## src/rtl/instruction_fetch_unit.sv

```systemverilog
// Multicycle instruction fetch: owns the PC, reads words over the MOV/MemRead/MOC
// handshake and hands each one to the datapath through a valid/ready register.
module instruction_fetch_unit #(
   parameter int                ADDR_W      = 9,
   parameter logic [ADDR_W-1:0] RESET_PC    = '0,
   parameter int                MOC_TIMEOUT = 15
) (
   input  logic              clock,
   input  logic              reset,
   output logic [ADDR_W-1:0] mem_addr,
   output logic              mem_mov,
   output logic              mem_read,
   input  logic [31:0]       mem_data,
   input  logic              mem_moc,
   output logic [31:0]       instr,
   output logic              instr_valid,
   input  logic              instr_ready,
   output logic [ADDR_W-1:0] pc,
   input  logic              redirect,
   input  logic [ADDR_W-1:0] redirect_pc,
   output logic              fetch_error
);

   localparam logic [1:0] S_IDLE  = 2'd0;
   localparam logic [1:0] S_FETCH = 2'd1;
   localparam logic [1:0] S_HOLD  = 2'd2;
   localparam logic [1:0] S_ERR   = 2'd3;

   localparam logic [ADDR_W-1:0] ALIGN_MASK = ~ADDR_W'(3);
   localparam logic [ADDR_W-1:0] WORD_STEP  = ADDR_W'(4);
   localparam logic [ADDR_W-1:0] PC_RST     = RESET_PC & ALIGN_MASK;
   localparam logic [3:0]        TIMEOUT    = 4'(MOC_TIMEOUT);

   logic [1:0]        state;
   logic [ADDR_W-1:0] fetch_pc;
   logic [3:0]        wait_cnt;

   // MOV is a pure decode of state so an async reset drops it immediately
   assign mem_mov     = (state == S_FETCH);
   assign mem_read    = mem_mov;
   assign mem_addr    = fetch_pc;
   assign fetch_error = (state == S_ERR);

   always_ff @(posedge clock or posedge reset) begin
      if (reset) begin
         state       <= S_IDLE;
         fetch_pc    <= PC_RST;
         wait_cnt    <= '0;
         instr       <= '0;
         pc          <= '0;
         instr_valid <= 1'b0;
      end else if (state != S_IDLE && redirect) begin
         // Park in an empty HOLD so MOV is low for one cycle before the new fetch
         fetch_pc    <= redirect_pc & ALIGN_MASK;
         instr_valid <= 1'b0;
         wait_cnt    <= '0;
         state       <= S_HOLD;
      end else begin
         case (state)
            S_IDLE: state <= S_FETCH;
            S_FETCH: begin
               if (mem_moc) begin
                  instr       <= mem_data;
                  pc          <= fetch_pc;
                  instr_valid <= 1'b1;
                  wait_cnt    <= '0;
                  state       <= S_HOLD;
               end else begin
                  wait_cnt <= wait_cnt + 4'd1;
                  if (wait_cnt + 4'd1 == TIMEOUT) state <= S_ERR;
               end
            end
            S_HOLD: begin
               if (!instr_valid) begin
                  state <= S_FETCH;
               end else if (instr_ready) begin
                  instr_valid <= 1'b0;
                  fetch_pc    <= fetch_pc + WORD_STEP;
                  state       <= S_FETCH;
               end
            end
            default: state <= S_ERR;
         endcase
      end
   end

endmodule
```

## config.mk

```make
export PLATFORM = sky130hd
export DESIGN_NAME = instruction_fetch_unit
export DESIGN_NICKNAME = d
export VERILOG_FILES = /design/src/rtl/instruction_fetch_unit.sv
export SDC_FILE = /design/constraint.sdc
export NUM_CORES = 1
export LEC_CHECK = 0
export CAP_MARGIN = 20
export CELL_PAD_IN_SITES_DETAIL_PLACEMENT = 2
export CELL_PAD_IN_SITES_GLOBAL_PLACEMENT = 2
export CORE_MARGIN = 2
export CORE_UTILIZATION = 26
export DETAILED_ROUTE_END_ITERATION = 16
export PLACE_DENSITY_LB_ADDON = 0.1
export REMOVE_ABC_BUFFERS = 1
export SYNTH_ARGS = -nofsm -noshare
export SYNTH_HDL_FRONTEND = slang
export SYNTH_SLANG_ARGS = --single-unit
```

## constraint.sdc

```tcl
create_clock -name clock -period 2.75 [get_ports clock]
set_clock_uncertainty 0.15 [all_clocks]
set_input_delay 0.825 -clock clock [delete_from_list [all_inputs] [get_ports clock]]
set_output_delay 0.825 -clock clock [all_outputs]
set_load 0.02 [all_outputs]
```

==> results.md, run 1 <==
* Status: finished, final reports clean
* Ys flop type: dfrtp_1
* Max Slew Vio Count at 0
* Antenna diodes at 0
* Netlist Area Pre-Place at around 2400 µm²
* Detail Placement HPWL at 5000 µm
* First-pass GRT wire length at 10600 µm
* Starting Density at 0.271
* Number of buffers added for setup after CTS at 0
* CTS root buf: clkbuf_8
* Min Tclk post-route at about 2.6 ns
* Total CTS buffers at 5
* PD cells at about 1100 nW/µm²
* Layout Nets at ~340
* Count leader, synth: dfrtp_1
* FF+latch area at 1330 µm²
* Fin cells at between 300 and 400
* Synth top area share at 0.555
* ANT nets after route at 0
* Max Cap Viol at 0
* Core area at just under 9000 µm²
* Hold-fix buffers, CTS at 0
* Largest net degree at the start of global routing at 22
* Dpl cells at 391
* Fmax at around 390 MHz
* Vias in the first global route at roughly 2000
* Slew HR at 0.661
* Pleak at about 1.5 nW
* FP Rows at 34
* Ranking of synthesized cells by area: dfrtp_1 (55%), mux2_2 (14%), mux2_4 (6.3%), o21ai_0 (2.3%), nor2_1 (1.7%)
* Clock Path Buffers at 2
* Share of cells above drive strength 1 at 0.221
* DIE AREA at 9970 µm²
* RR Startpoint: state[0]$_DFFE_PP0P_
* Final hold vios at 0
* Synth Warn # at 0
* H-tree levels at 2
* Vias per Instance at about 4.7
* Die width at ~100 µm
* GRT Overall Usage at 0.136
* Routed via count at 1856
* Post-synthesis cell count at between 150 and 200
* CP required at about 1.8 ns
* Final GP Congestion at roughly 0.72
* Worst setup EP type: primary output
* FF-to-FF setup slack at between 0.7 and 0.8 ns
* Synth Register Bits at 53
* Yosys cell types at 35
* RSZ-0062 raised after global routing: false
* Avg Synthesized Cell Area at ~13 µm²
* # DRC at 0
* Fill count at 915
* Sink Count at 53
* Worst r2r dst: mem_addr[5]$_DFFE_PP0P_
* Critical Path Fanout Max at 9
* DR WL/cell at around 17 µm
* Asr flop ratio synth at 1.00
* Clk_lat worst skew at 0.30 ns
* Post-synth EDFFs at 0
* Worst r2r path cells at 5
* Die Y-Extent at 99.9 µm
* Post-CTS Resized at 0
* I/O pin count at 100
* Area added between synthesis and finish at 51.4%
* Critical path class: reg2out
* Fin crit share at 0.937
* Port Buf Inserts at a little over 90
* WL final at 6580 µm
* Hold Path Class: reg2reg
* Most frequent cells after synthesis: dfrtp_1 (53), mux2_2 (29), nor2_1 (11), o21ai_0 (11), mux2_4 (10)
* Register area share after synthesis at 0.555
* Max rail drop VDD at roughly 0.00034 V
* Area of the multi-input gates at 953 µm²
* CP startpoint kind: flop
* Worst Setup EP: mem_mov
* DRT Pass-1 Iters at 2
* Launch point of the worst path: state[0]$_DFFE_PP0P_
* First DRT Iteration DRCs at 16
* Initial antenna violation count at 0
* TritonCTS clock tree: yes
* Remaining Overflow, GRT at 0
* Setup tns final at 0 ns
* CTS clk-pin slew, worst paths at ~0.090 ns
* Worst EP arrival at approximately 1.6 ns
* Min Hold Slack at between 0.3 and 0.4 ns
* Cell accounting for the most synthesized area: dfrtp_1
* Worst-margin pin slew at 0.508 ns
* Final setup vio count at 0
## worst min-delay path by stage
stage                                       start                 endpoint  cells after the start  slack [ns]
after CTS                   instr[16]$_DFFE_PP0P_    instr[16]$_DFFE_PP0P_                      1        0.37
final                           pc[2]$_DFFE_PP0P_        pc[2]$_DFFE_PP0P_                      1        0.36
after detailed placement        pc[2]$_DFFE_PP0P_        pc[2]$_DFFE_PP0P_                      1        0.35
after global routing        instr[13]$_DFFE_PP0P_    instr[13]$_DFFE_PP0P_                      1        0.38
after floorplan           wait_cnt[3]$_DFFE_PP0P_  wait_cnt[3]$_DFFE_PP0P_                      2        0.34
after global placement      instr[21]$_DFFE_PP0P_    instr[21]$_DFFE_PP0P_                      1        0.34
## cells by family (layout without fill, tap and decap cells)
group | count (synthesis) | count (layout) | synth area share
flops | 53 | 53 | 0.555
mux | 40 | 40 | 0.204
simple gates | 37 | 37 | 0.0859
compound gates | 30 | 30 | 0.0764
buf+inv | 20 | 120 | 0.0508
fa+ha+maj | 3 | 3 | 0.0157
xor+xnor | 3 | 3 | 0.0110
other cells | 1 | 4 | 0.00157
## sequential cells by signal (all words and copies together) (netlist names)
signal / flops
instr: 32
instr_valid: 1
mem_addr: 7
pc: 7
state: 2
wait_cnt: 4
## stage by stage
step | area (µm²) | util | power (mW) | setup slack, ns
floorplan | 2300 | - | 2.43 | 0.489
global placement | 3530 | 0.401 | 3.48 | 0.182
detailed placement | 3530 | 0.401 | 3.54 | 0.115
CTS | 3620 | 0.411 | 4.01 | 0.0598
global route | 3620 | 0.411 | 4.21 | 0.0759
finish | 3620 | 0.411 | 3.94 | 0.173
## metal layers
metal	track usage	wire, µm	vias to the layer above
met2	0.225	3290	52
met3	0.0216	271	9
met5	0	0	-
met4	0.0421	104	0
met1	0.186	2920	936
li1	-	-	859
## power by group
group	leakage [nW]	total, mW	internal, mW	switching (mW)
clock network	0.0433	0.450	0.200	0.251
registers	0.633	1.41	1.14	0.272
logic	0.802	2.08	1.12	0.959
total	1.48	3.94	2.46	1.48
## worst max-delay path, cell delays in order (launching register included)
cell	delay, ns
dfrtp_2	0.46
inv_1	0.08
nor2_1	0.13
clkdlybuf4s50_1	0.63
## layout by cell type (no fill, tap or decap), drive strengths merged, types with 6 or more instances in the layout
cell	count
buf	15
clkbuf	6
o21ai	12
clkdlybuf4s50	93
nor2	11
mux2	39
dfrtp	53
## area by class of cell
class / instances / area share
inverters: 5 / 0.00519
flip-flops and latches: 53 / 0.367
repair buffers: 108 / 0.302
clock buffers: 6 / 0.0228
well taps: 108 / 0.0373
clock inverters: 1 / 0.00207
multi-input cells: 117 / 0.263
(Power assumes the default switching activity.)
==> inputs of run 2 (changes only) <==
Settings changed: CORE_UTILIZATION 26 to 33, DONT_BUFFER_PORTS set to 1.
==> run 2 against run 1 <==
Effect of this change:
- sequential share of layout area up 15 points
- setup slack better by 0.14 ns
- combinational power down 65%
- fmax up 5.5%
- clock power about the same
- first-iteration DRC count up 19%
- critical path type unchanged
- register-to-register slack worse by 0.14 ns
- critical path depth unchanged
- via count down 20%
- global-route usage up 0.39 points
- final cell count down 28%
- worst hold slack worse by 0.20 ns
==> results.md, run 2 (synthesis gave the netlist of run 1 again) <==
* Post-CTS Resized at 0
* FF+latch area at around 1300 µm²
* Initial antenna violation count at 0
* Core area at just over 7000 µm²
* ANT nets after route at 0
* Vias per Instance at roughly 5.2
* RSZ-0062 raised after global routing: false
* Area added between synthesis and finish at 6.54%
* Hold-fix buffers, CTS at 0
* Sink Count at 53
* GRT Overall Usage at 0.140
* Worst r2r dst: instr[17]$_DFFE_PP0P_
* Layout Nets at between 200 and 250
* Total CTS buffers at 5
* Critical Path Fanout Max at 13
* Setup tns final at 0 ns
* WL final at between 5000 and 6000 µm
* Worst EP arrival at roughly 1.5 ns
* Share of cells above drive strength 1 at 0.283
* Fill count at ~770
* Commonest cells after routing, fill and taps aside: dfrtp_1 (53), mux2_2 (29), nor2_1 (11), o21ai_0 (11), mux2_4 (10)
* CP required at 1.78 ns
* FP Rows at 31
* Largest net degree at the start of global routing at between 40 and 50
* DRT Pass-1 Iters at 3
* CP peak stage delay at between 0.5 and 0.6 ns
* H-tree levels at 2
* DIE AREA at ~8000 µm²
* Slew HR at 0.611
* Area of the multi-input gates at around 950 µm²
* Clock Path Buffers at 2
* Largest Register: instr
* Fin crit share at 0.888
* DR WL/cell at roughly 19 µm
* Die Y-Extent at about 90 µm
* Commonest non-fill, non-tap cell in the layout: dfrtp_1
* Max FFs per register at 32
* Min Tclk post-route at 2.44 ns
* Launch point of the worst path: state[0]$_DFFE_PP0P_
* Worst setup EP type: primary output
* CP startpoint kind: flop
* Min Hold Slack at ~0.16 ns
* PD cells at around 1200 nW/µm²
* Max rail drop VDD at ~0.00039 V
* Worst-margin pin slew at just under 0.6 ns
* CTS root buf: clkbuf_8
* Port Buf Inserts at 0
* Final setup vio count at 0
* Number of buffers added for setup after CTS at 0
* Buf/Inv on CP at 2
* CTS clk-pin slew, worst paths at ~0.10 ns
* Final hold vios at 0
* Final GP Congestion at approximately 0.7
* Crit-path slowest cell: dfrtp_1
* I/O pin count at 100
* Max Cap Viol at 0
* RR Startpoint: state[0]$_DFFE_PP0P_
* Vias in the first global route at around 1700
* Remaining Overflow, GRT at 0
* Die width at 89.1 µm
* Fmax at 410 MHz
* Finished Core Util at 0.357
* Detail Placement HPWL at between 3000 and 4000 µm
* Antenna diodes at 0
* # DRC at 0
* Post-route setup slack at roughly 0.31 ns
* FF-to-FF setup slack at roughly 0.61 ns
* TritonCTS clock tree: yes
* Pleak at 1.05 nW
* Critical path class: reg2out
* Status: finished, final reports clean
* Max Slew Vio Count at 0
* Worst r2r path cells at 3
* Hold Path Class: in2async
* First DRT Iteration DRCs at 19
* First-pass GRT wire length at roughly 8500 µm
* Starting Density at 0.335
* Clk_lat worst skew at ~0.30 ns
* Pre-CTS WS at 0.400 ns
* Routed via count at 1492
* Delay-heaviest family, CP: flip-flops
* Critical path cell sequence: inv_1 > nor2_1 > buf_4
-- run 2: final cells by class --
class / count / share of cell area
flip-flops and latches: 53 / 0.521
multi-input cells: 117 / 0.374
well taps: 99 / 0.0486
clock buffers: 5 / 0.0270
repair buffers: 4 / 0.0118
clock inverters: 3 / 0.00983
inverters: 5 / 0.00737
-- run 2: worst register-to-register path, stage by stage (launching register included) --
cell	delay [ns]
dfrtp_1	0.58
nor2b_1	0.29
and2_4	0.55
mux2_2	0.46
-- run 2: power breakdown --
| group | internal (mW) | switching, mW | total [mW] | leakage, nW |
|---|---|---|---|---|
| combinational | 0.421 | 0.313 | 0.734 | 0.374 |
| clock | 0.184 | 0.266 | 0.450 | 0.0447 |
| sequential | 1.14 | 0.792 | 1.93 | 0.634 |
-- run 2: how the worst max path moves through the flow --
stage                                        to  depth (start not counted)  slack, ns
after global routing                   mem_read                          3       0.20
after global placement     instr[5]$_DFFE_PP0P_                          3       0.46
after floorplan            instr[0]$_DFFE_PP0P_                          1       0.49
final                                   mem_mov                          3       0.31
after detailed placement  instr[23]$_DFFE_PP0P_                          3       0.40
after CTS                               mem_mov                          3       0.27
-- run 2: metrics by stage --
step           std cells  total power, mW  area, µm²
2_1_floorplan        175             2.43       2300
6_report             286             3.11       2550
4_1_cts              286             3.18       2550
5_1_grt              286             3.35       2550
3_5_place_dp         278             2.71       2450
3_3_place_gp         278             2.64       2450
-- run 2: metal layers --
metal  track usage  vias to the layer above  share of wire  wire, µm
met3        0.0416                        2          0.086       470
met4        0.0326                        0         0.0053        29
li1              -                      647              -         -
met5             0                        -              0         0
met2         0.244                       64           0.51      2800
met1         0.172                      779           0.40      2180
